## src/rtl/ifu_fetch_pkg.sv

```systemverilog
// Shared types and helpers for the IFU fetch controller: FSM state encoding,
// fetch address width and the sequential next-fetch address function.
package ifu_fetch_pkg;

    localparam int FETCH_ADDR_W = 63;

    typedef enum logic [1:0] {
        IDLE  = 2'b00,
        FETCH = 2'b01,
        STALL = 2'b10,
        WFM   = 2'b11
    } fetch_state_t;

    // Halfword address in, halfword address out; 'step' is the fetch size in bytes.
    // Wraps past 2^64 silently because the carry out of the adder is dropped.
    function automatic logic [FETCH_ADDR_W-1:0] fetch_align_next(
        input logic [FETCH_ADDR_W-1:0] addr_hw,
        input logic [FETCH_ADDR_W:0]   step
    );
        logic [FETCH_ADDR_W:0] byte_addr;
        byte_addr = {addr_hw, 1'b0};
        byte_addr = (byte_addr & ~(step - 64'd1)) + step;
        return byte_addr[FETCH_ADDR_W:1];
    endfunction

endpackage

```

## src/rtl/ifu_fetch_ctl_if.sv

```systemverilog
// Fetch-controller boundary bundle: redirects, I-cache status, aligner credits
// in; F1/F2 requests, occupancy and PMU stall event out.
interface ifu_fetch_ctl_if #(
    parameter int CW = 3
);
    import ifu_fetch_pkg::*;

    logic                    exu_flush_final;
    logic [FETCH_ADDR_W-1:0] exu_flush_path_final;
    logic                    dec_tlu_flush_noredir_wb;
    logic                    ifu_bp_kill_next_f2;
    logic [FETCH_ADDR_W-1:0] ifu_bp_btb_target_f2;
    logic                    ic_hit_f2;
    logic                    ifu_ic_mb_empty;
    logic                    ic_dma_active;
    logic                    ic_write_stall;
    logic [CW-1:0]           ifu_fb_consume;

    logic                    ifc_fetch_req_f1;
    logic [FETCH_ADDR_W-1:0] ifc_fetch_addr_f1;
    logic                    ifc_fetch_req_f2;
    logic [FETCH_ADDR_W-1:0] ifc_fetch_addr_f2;
    logic [CW-1:0]           ifc_fb_occ;
    logic                    ifu_pmu_fetch_stall;

    modport master (
        input  exu_flush_final, exu_flush_path_final, dec_tlu_flush_noredir_wb,
               ifu_bp_kill_next_f2, ifu_bp_btb_target_f2, ic_hit_f2,
               ifu_ic_mb_empty, ic_dma_active, ic_write_stall, ifu_fb_consume,
        output ifc_fetch_req_f1, ifc_fetch_addr_f1, ifc_fetch_req_f2,
               ifc_fetch_addr_f2, ifc_fb_occ, ifu_pmu_fetch_stall
    );

    modport slave (
        output exu_flush_final, exu_flush_path_final, dec_tlu_flush_noredir_wb,
               ifu_bp_kill_next_f2, ifu_bp_btb_target_f2, ic_hit_f2,
               ifu_ic_mb_empty, ic_dma_active, ic_write_stall, ifu_fb_consume,
        input  ifc_fetch_req_f1, ifc_fetch_addr_f1, ifc_fetch_req_f2,
               ifc_fetch_addr_f2, ifc_fb_occ, ifu_pmu_fetch_stall
    );

endinterface

```

## src/rtl/ifu_fb_credit.sv

```systemverilog
// Fetch-buffer credit counter: +1 per F1 issue, -consume from the aligner,
// -1 per F2 miss; a flush restarts the count from the same-cycle issue.
module ifu_fb_credit #(
    parameter int FB_DEPTH    = 4,
    parameter int MAX_CONSUME = 2,
    localparam int CW         = $clog2(FB_DEPTH + 1)
) (
    input  logic          clk,
    input  logic          rst_l,
    input  logic          issue,
    input  logic          dec,
    input  logic          clear,
    input  logic [CW-1:0] consume,
    output logic [CW-1:0] occ,
    output logic          full
);

    localparam logic [CW:0]   DEPTH_W   = (CW+1)'(FB_DEPTH);
    localparam logic [CW-1:0] DEPTH_C   = CW'(FB_DEPTH);
    localparam logic [CW-1:0] MAX_CON_C = CW'(MAX_CONSUME);

    logic [CW:0]   add_w;
    logic [CW:0]   sub_w;
    logic [CW:0]   nxt_w;
    logic [CW-1:0] occ_ns;

    // Over-consumption clamps at zero instead of wrapping.
    always_comb begin
        add_w  = {1'b0, occ} + {{CW{1'b0}}, issue};
        sub_w  = {1'b0, consume} + {{CW{1'b0}}, dec};
        nxt_w  = (add_w > sub_w) ? (add_w - sub_w) : '0;
        if (nxt_w > DEPTH_W) begin
            nxt_w = DEPTH_W;
        end
        occ_ns = clear ? {{(CW-1){1'b0}}, issue} : nxt_w[CW-1:0];
    end

    always_ff @(posedge clk or negedge rst_l) begin
        if (!rst_l) begin
            occ <= '0;
        end else begin
            occ <= occ_ns;
        end
    end

    assign full = (occ >= DEPTH_C);

    a_consume_le_occ : assert property (@(posedge clk) disable iff (!rst_l)
        consume <= occ);

    a_consume_le_max : assert property (@(posedge clk) disable iff (!rst_l)
        consume <= MAX_CON_C);

    a_occ_le_depth : assert property (@(posedge clk) disable iff (!rst_l)
        occ <= DEPTH_C);

endmodule

```

## src/rtl/ifu_fetch_ctl.sv

```systemverilog
// IFU fetch-pipe controller: BF->F1->F2 request/address generation, redirect
// arbitration and fetch-buffer credits. Optional IFU_STALL_CNT_EN adds ifu_stall_cnt.
module ifu_fetch_ctl
    import ifu_fetch_pkg::*;
#(
    parameter int          FB_DEPTH    = 4,
    parameter int          MAX_CONSUME = 2,
    parameter int          FETCH_BYTES = 8,
    parameter logic [63:0] RESET_VEC   = 64'h0
) (
    input  logic            clk,
    input  logic            rst_l,
    ifu_fetch_ctl_if.master fif
`ifdef IFU_STALL_CNT_EN
    ,
    output logic [15:0]     ifu_stall_cnt
`endif
);

    localparam int                    CW   = $clog2(FB_DEPTH + 1);
    localparam logic [FETCH_ADDR_W:0] STEP = (FETCH_ADDR_W+1)'(FETCH_BYTES);

    fetch_state_t            state;
    logic                    boot_q;
    logic                    raw_f1;
    logic                    req_f2_q;
    logic                    miss_q;
    logic [FETCH_ADDR_W-1:0] addr_f1;
    logic [FETCH_ADDR_W-1:0] addr_f2;
    logic [FETCH_ADDR_W-1:0] miss_addr;
    logic [FETCH_ADDR_W-1:0] seq_addr;

    logic          flush;
    logic          halt;
    logic          f1_hold;
    logic          consume_any;
    logic          fb_full;
    logic          issue_f1;
    logic          req_f2;
    logic          miss_f2;
    logic          pmu_stall;
    logic [CW-1:0] occ;

    assign flush       = fif.exu_flush_final;
    assign halt        = flush & fif.dec_tlu_flush_noredir_wb;
    assign f1_hold     = fif.ic_dma_active | fif.ic_write_stall;
    assign consume_any = (fif.ifu_fb_consume != '0);

    // F1 issues only if a buffer credit is free now or freed this cycle.
    assign issue_f1 = raw_f1 & ~fif.ifu_bp_kill_next_f2 & ~f1_hold
                    & ~fif.dec_tlu_flush_noredir_wb & (~fb_full | consume_any);

    assign req_f2   = req_f2_q & ~flush;
    assign miss_f2  = req_f2 & ~fif.ic_hit_f2;
    assign seq_addr = fetch_align_next(addr_f1, STEP);

    assign pmu_stall = (state == WFM)
                     | (raw_f1 & ((fb_full & ~consume_any) | f1_hold));

    ifu_fb_credit #(
        .FB_DEPTH    (FB_DEPTH),
        .MAX_CONSUME (MAX_CONSUME)
    ) u_fb_credit (
        .clk     (clk),
        .rst_l   (rst_l),
        .issue   (issue_f1),
        .dec     (miss_f2),
        .clear   (flush),
        .consume (fif.ifu_fb_consume),
        .occ     (occ),
        .full    (fb_full)
    );

    // BF -> F1 and F1 -> F2 stage registers plus the fetch FSM.
    always_ff @(posedge clk or negedge rst_l) begin
        if (!rst_l) begin
            state     <= IDLE;
            boot_q    <= 1'b0;
            raw_f1    <= 1'b0;
            req_f2_q  <= 1'b0;
            miss_q    <= 1'b0;
            addr_f1   <= '0;
            addr_f2   <= '0;
            miss_addr <= '0;
        end else begin
            boot_q   <= 1'b1;
            miss_q   <= miss_f2;
            req_f2_q <= issue_f1 & ~miss_f2 & ~flush;
            if (issue_f1) begin
                addr_f2 <= addr_f1;
            end
            if (miss_f2) begin
                miss_addr <= addr_f2;
            end

            if (halt) begin
                state  <= IDLE;
                raw_f1 <= 1'b0;
            end else if (flush) begin
                // A pending miss keeps the buffer busy; retarget the refetch instead.
                if (state == WFM) begin
                    miss_addr <= fif.exu_flush_path_final;
                    raw_f1    <= 1'b0;
                end else begin
                    state   <= FETCH;
                    raw_f1  <= 1'b1;
                    addr_f1 <= fif.exu_flush_path_final;
                end
            end else begin
                case (state)
                    FETCH: begin
                        if (miss_f2) begin
                            state  <= WFM;
                            raw_f1 <= 1'b0;
                        end else if (fif.ifu_bp_kill_next_f2) begin
                            raw_f1  <= 1'b1;
                            addr_f1 <= fif.ifu_bp_btb_target_f2;
                        end else if (issue_f1) begin
                            addr_f1 <= seq_addr;
                        end
                    end
                    WFM: begin
                        if (fif.ifu_ic_mb_empty && !fif.ic_dma_active && !miss_q) begin
                            state   <= FETCH;
                            raw_f1  <= 1'b1;
                            addr_f1 <= miss_addr;
                        end
                    end
                    default: begin
                        if (!boot_q) begin
                            state   <= FETCH;
                            raw_f1  <= 1'b1;
                            addr_f1 <= RESET_VEC[63:1];
                        end
                    end
                endcase
            end
        end
    end

    assign fif.ifc_fetch_req_f1    = issue_f1;
    assign fif.ifc_fetch_addr_f1   = addr_f1;
    assign fif.ifc_fetch_req_f2    = req_f2;
    assign fif.ifc_fetch_addr_f2   = addr_f2;
    assign fif.ifc_fb_occ          = occ;
    assign fif.ifu_pmu_fetch_stall = pmu_stall;

`ifdef IFU_STALL_CNT_EN
    always_ff @(posedge clk or negedge rst_l) begin
        if (!rst_l) begin
            ifu_stall_cnt <= '0;
        end else if (halt) begin
            ifu_stall_cnt <= '0;
        end else if (pmu_stall && (ifu_stall_cnt != 16'hFFFF)) begin
            ifu_stall_cnt <= ifu_stall_cnt + 16'd1;
        end
    end
`endif

endmodule

```

## src/flat_wrapper.sv

```systemverilog
// flat-port wrapper written by rule: the top's interface ports become plain ports
module ifu_fetch_ctl_flat import ifu_fetch_pkg::*;
#(
    parameter int          FB_DEPTH    = 4,
    parameter int          MAX_CONSUME = 2,
    parameter int          FETCH_BYTES = 8,
    parameter logic [63:0] RESET_VEC   = 64'h0
)
  (clk, rst_l, fif_exu_flush_final, fif_exu_flush_path_final, fif_dec_tlu_flush_noredir_wb, fif_ifu_bp_kill_next_f2, fif_ifu_bp_btb_target_f2, fif_ic_hit_f2, fif_ifu_ic_mb_empty, fif_ic_dma_active, fif_ic_write_stall, fif_ifu_fb_consume, fif_ifc_fetch_req_f1, fif_ifc_fetch_addr_f1, fif_ifc_fetch_req_f2, fif_ifc_fetch_addr_f2, fif_ifc_fb_occ, fif_ifu_pmu_fetch_stall);
  ifu_fetch_ctl_if #(.CW(3)) fif_i ();
  input  logic clk;
  input  logic rst_l;
  input wire logic [$bits(fif_i.exu_flush_final)-1:0] fif_exu_flush_final;
  input wire logic [$bits(fif_i.exu_flush_path_final)-1:0] fif_exu_flush_path_final;
  input wire logic [$bits(fif_i.dec_tlu_flush_noredir_wb)-1:0] fif_dec_tlu_flush_noredir_wb;
  input wire logic [$bits(fif_i.ifu_bp_kill_next_f2)-1:0] fif_ifu_bp_kill_next_f2;
  input wire logic [$bits(fif_i.ifu_bp_btb_target_f2)-1:0] fif_ifu_bp_btb_target_f2;
  input wire logic [$bits(fif_i.ic_hit_f2)-1:0] fif_ic_hit_f2;
  input wire logic [$bits(fif_i.ifu_ic_mb_empty)-1:0] fif_ifu_ic_mb_empty;
  input wire logic [$bits(fif_i.ic_dma_active)-1:0] fif_ic_dma_active;
  input wire logic [$bits(fif_i.ic_write_stall)-1:0] fif_ic_write_stall;
  input wire logic [$bits(fif_i.ifu_fb_consume)-1:0] fif_ifu_fb_consume;
  output wire logic [$bits(fif_i.ifc_fetch_req_f1)-1:0] fif_ifc_fetch_req_f1;
  output wire logic [$bits(fif_i.ifc_fetch_addr_f1)-1:0] fif_ifc_fetch_addr_f1;
  output wire logic [$bits(fif_i.ifc_fetch_req_f2)-1:0] fif_ifc_fetch_req_f2;
  output wire logic [$bits(fif_i.ifc_fetch_addr_f2)-1:0] fif_ifc_fetch_addr_f2;
  output wire logic [$bits(fif_i.ifc_fb_occ)-1:0] fif_ifc_fb_occ;
  output wire logic [$bits(fif_i.ifu_pmu_fetch_stall)-1:0] fif_ifu_pmu_fetch_stall;
  assign fif_i.exu_flush_final = fif_exu_flush_final;
  assign fif_i.exu_flush_path_final = fif_exu_flush_path_final;
  assign fif_i.dec_tlu_flush_noredir_wb = fif_dec_tlu_flush_noredir_wb;
  assign fif_i.ifu_bp_kill_next_f2 = fif_ifu_bp_kill_next_f2;
  assign fif_i.ifu_bp_btb_target_f2 = fif_ifu_bp_btb_target_f2;
  assign fif_i.ic_hit_f2 = fif_ic_hit_f2;
  assign fif_i.ifu_ic_mb_empty = fif_ifu_ic_mb_empty;
  assign fif_i.ic_dma_active = fif_ic_dma_active;
  assign fif_i.ic_write_stall = fif_ic_write_stall;
  assign fif_i.ifu_fb_consume = fif_ifu_fb_consume;
  assign fif_ifc_fetch_req_f1 = fif_i.ifc_fetch_req_f1;
  assign fif_ifc_fetch_addr_f1 = fif_i.ifc_fetch_addr_f1;
  assign fif_ifc_fetch_req_f2 = fif_i.ifc_fetch_req_f2;
  assign fif_ifc_fetch_addr_f2 = fif_i.ifc_fetch_addr_f2;
  assign fif_ifc_fb_occ = fif_i.ifc_fb_occ;
  assign fif_ifu_pmu_fetch_stall = fif_i.ifu_pmu_fetch_stall;
  ifu_fetch_ctl #(.FB_DEPTH(FB_DEPTH), .MAX_CONSUME(MAX_CONSUME), .FETCH_BYTES(FETCH_BYTES), .RESET_VEC(RESET_VEC)) u_core (.clk(clk), .rst_l(rst_l), .fif(fif_i));
endmodule
```

## config.mk

```make
export PLATFORM = sky130hd
export DESIGN_NAME = ifu_fetch_ctl_flat
export DESIGN_NICKNAME = d
export VERILOG_FILES = /design/src/rtl/ifu_fetch_pkg.sv /design/src/rtl/ifu_fetch_ctl_if.sv /design/src/rtl/ifu_fb_credit.sv /design/src/rtl/ifu_fetch_ctl.sv /design/src/flat_wrapper.sv
export SDC_FILE = /design/constraint.sdc
export NUM_CORES = 1
export LEC_CHECK = 0
export BUFFER_PORTS_ARGS = -buffer_cell sky130_fd_sc_hd__buf_4
export CAP_MARGIN = 20
export CORE_MARGIN = 2
export CORE_UTILIZATION = 55
export DETAILED_ROUTE_END_ITERATION = 10
export HOLD_SLACK_MARGIN = 0.12
export PLACE_DENSITY = 0.8
export SLEW_MARGIN = 25
export SYNTH_ARGS = -nofsm -noshare
export SYNTH_HDL_FRONTEND = slang
export SYNTH_SLANG_ARGS = --single-unit
```

## constraint.sdc

```tcl
create_clock -name clk -period 5.48 [get_ports clk]
set_input_delay 1.096 -clock clk [delete_from_list [all_inputs] [get_ports clk]]
set_output_delay 1.096 -clock clk [all_outputs]
set_load 0.02 [all_outputs]
```

==> metrics <==
sequential share of power 0.438; Worst setup startpoint fif_ifu_bp_kill_next_f2; cts repair resizes 0; Max Root-Sink Buffers 2; number of fill cells in the layout about 1,600; placer congestion estimate 0.921; buffers added on ports 269; Final Critical Period 3.84 ns; RSZ-0062 raised after global routing no; Gate power share 0.291; CTS H-Tree Depth 4; outcome completed; Layout Area Growth over Synthesis 24.6%; reg-to-reg startpoint u_core.fif.ifc_fetch_addr_f1[2]; HPWL after DPL 25,900 um; PwrDens around 340 nW/um2; MaxCap Viol Count 0; DR WL/cell 21.1 um; Remaining Overflow, GRT 0; antenna cell count 0; initial antenna violation count 0; CTS Hold Bufs 0; Core Box Area between 20,000 and 25,000 um2; CTS sink cnt slightly below 200; reg2reg path depth 7; clk_skew 0.0120 ns; Fin. Hold Viols 0; crit path launch type primary input; GRT Total Usage 0.346; DRC Markers 0; r2r endpoint u_core.fif.ifc_fetch_addr_f1[60]; cell area after synthesis 11,300 um2; Setup TNS Final 0 ns; crit path DAT ~2.7 ns; P_int between 3 and 4 mW; commonest non-fill, non-tap cell in the layout buf_4; final wirelength 37,900 um; crit share post-route 0.700; Worst R2R Setup Slack approximately 1.7 ns; hold_ws 0.510 ns; Rel. slew slack 0.354; largest net degree at the start of global routing 111; multi-input logic area just under 6000 um2; Clk network pwr share 0.270; layout cells sized above 1 0.235; DR pass1 iterations 6; fin nets 1,665; FF/Latch Area 4950 um2; Avg Inst Size Synth 8.63 um2; asr flop ratio synth 1.00; first-pass GRT wire length between 50,000 and 60,000 um; most frequent cells in the layout 290 x buf_4, 245 x nand2_1, 198 x dfrtp_1; DP Area 13,500 um2; Synth Net Count 1,455; Routed Antenna Nets 0; Yosys reg bits 198; leakage dissipation 6.43 nW; CP endpoint kind output port; worst-path fanout max 59; library cells used by synthesis 78; Via density 6.33; Worst-path clk slew 0.07 ns; worst endpoint required time between 4 and 5 ns; starting DRC count in detailed routing 1,111; CTS root buf clkbuf_16; Clock Latency Late Sink 0.45 ns; EDFF count, synth 0; number of global-route vias before repair 10,900; Switching Share 0.366; P_sw 1.75 mW; max frequency 261 MHz; peak supply drop 0.218 mV; Die Height 147 um; Final setup viols 0; Final Max Slew Viols 0; Synth warnings 0; final std cell area, no fill 14,100 um2; HP Class reg -> reg; IO Pins 270; Via Count 11,400; Setup Fix Bufs, Post-CTS 0; synthesized instance count ~1,300; Worst Max-Slew Pin Slew 0.961 ns; initial core utilization 0.560; clock tree from TritonCTS done; CTS Buf Count 17; worst setup path endpoint fif_ifc_fetch_req_f1; Seq/Total Area, Yosys 0.439; row count 52; die width 147 um; ys flop type dfrtp_1; die area about 22,000 um2; Worst Setup Path Type in -> out
worst max-delay path: stages:
cell and delay (ns):
buf_4 0.24, nor2_1 0.14, nand4b_1 0.20, inv_2 0.14, buf_4 0.64, buf_4 0.27
flip-flops by register name (all words and copies together), names as in the netlist:
name,flops
u_core.req_f2_q,1
u_core.raw_f1,1
u_core.fif.ifc_fetch_addr_f1,63
u_core.fif.ifc_fetch_addr_f2,63
u_core.miss_q,1
u_core.miss_addr,63
u_core.boot_q,1
u_core.u_fb_credit.occ,3
u_core.state,2
cell families (layout without fill, tap and decap cells):
kind of cell               Yosys count  count (layout)  synth area share
AOI/OAI and AO/OA                  347             347             0.202
xor gates and xnor gates            26              26            0.0202
adders and majority gates           10              10            0.0118
buffers and inverters              116             338            0.0411
DFF                                198             198             0.439
muxes                               76              76            0.0681
other                                1               1          0.000332
and+or+nand+nor                    533             533             0.218
synth_stat cells, types with 5 or more instances:
cell	number	area share
nand2_1	246	0.082
dfrtp_1	198	0.44
a21oi_1	123	0.055
nor2_1	120	0.040
clkbuf_1	80	0.027
mux2i_1	70	0.062
o21ai_0	61	0.027
a221oi_1	36	0.028
nand3_1	32	0.014
nor3_1	23	0.010
nand4_1	19	0.011
nand2b_1	16	0.0089
xnor2_1	16	0.012
inv_1	14	0.0047
nor4_1	13	0.0072
and3_1	12	0.0067
buf_1	12	0.0040
o31ai_1	12	0.0080
or3_1	12	0.0067
o22ai_1	10	0.0055
xor2_1	10	0.0078
a31oi_1	9	0.0050
ha_1	9	0.010
a22o_1	8	0.0062
and2_1	8	0.0044
o211ai_1	8	0.0053
a221o_1	7	0.0062
and4_1	7	0.0054
nor2b_1	7	0.0039
o41ai_1	7	0.0054
a211oi_1	6	0.0040
a31o_2	6	0.0047
a32o_1	6	0.0053
mux2_2	6	0.0060
a21o_1	5	0.0033
o21a_1	5	0.0033
o221ai_1	5	0.0039
worst min-delay path by stage:
stage                                      from                          endpoint  depth (start not counted)
2_1_floorplan                     u_core.raw_f1                     u_core.raw_f1                          1
3_3_place_gp   u_core.fif.ifc_fetch_addr_f2[42]  u_core.fif.ifc_fetch_addr_f2[42]                          2
3_5_place_dp   u_core.fif.ifc_fetch_addr_f2[26]  u_core.fif.ifc_fetch_addr_f2[26]                          2
4_1_cts        u_core.fif.ifc_fetch_addr_f2[26]  u_core.fif.ifc_fetch_addr_f2[26]                          2
5_1_grt        u_core.fif.ifc_fetch_addr_f2[17]  u_core.fif.ifc_fetch_addr_f2[17]                          2
6_report       u_core.fif.ifc_fetch_addr_f2[26]  u_core.fif.ifc_fetch_addr_f2[26]                          2
area by class of cell:
| type | count | share of cell area |
|---|---|---|
| Timing Repair Buffer | 292 | 0.157 |
| Multi-Input combinational cell | 993 | 0.421 |
| Sequential cell | 198 | 0.352 |
| Clock inverter | 14 | 0.0118 |
| Tap cell | 270 | 0.0240 |
| Inverter | 15 | 0.00400 |
| Clock buffer | 17 | 0.0303 |
power groups by stage:
stage               Clock [mW]  Combinational, mW  Sequential (mW)
global route              1.36               1.50             2.13
global placement             0               1.36             2.10
CTS                       1.30               1.40             2.08
floorplan                    0              0.533             2.26
finish                    1.30               1.40             2.10
detailed placement           0               1.39             2.11
routing by layer:
metal	part of all wire	track usage	routed length, um	up-vias
li1	-	-	-	5130
met5	0	0	0	-
met1	0.39	0.458	14800	5512
met2	0.48	0.560	18200	655
met3	0.098	0.0668	3720	91
met4	0.033	0.149	1270	0
metrics by stage:
stage	util	setup WS [ns]	cells	total power [mW]
6_report	0.697	1.64	1799	4.79
3_3_place_gp	0.667	1.51	1767	3.46
4_1_cts	0.697	1.67	1799	4.78
2_1_floorplan	-	1.45	1307	2.80
5_1_grt	0.697	1.56	1799	5.00
3_5_place_dp	0.667	1.56	1768	3.50
(Power assumes the default switching activity.)
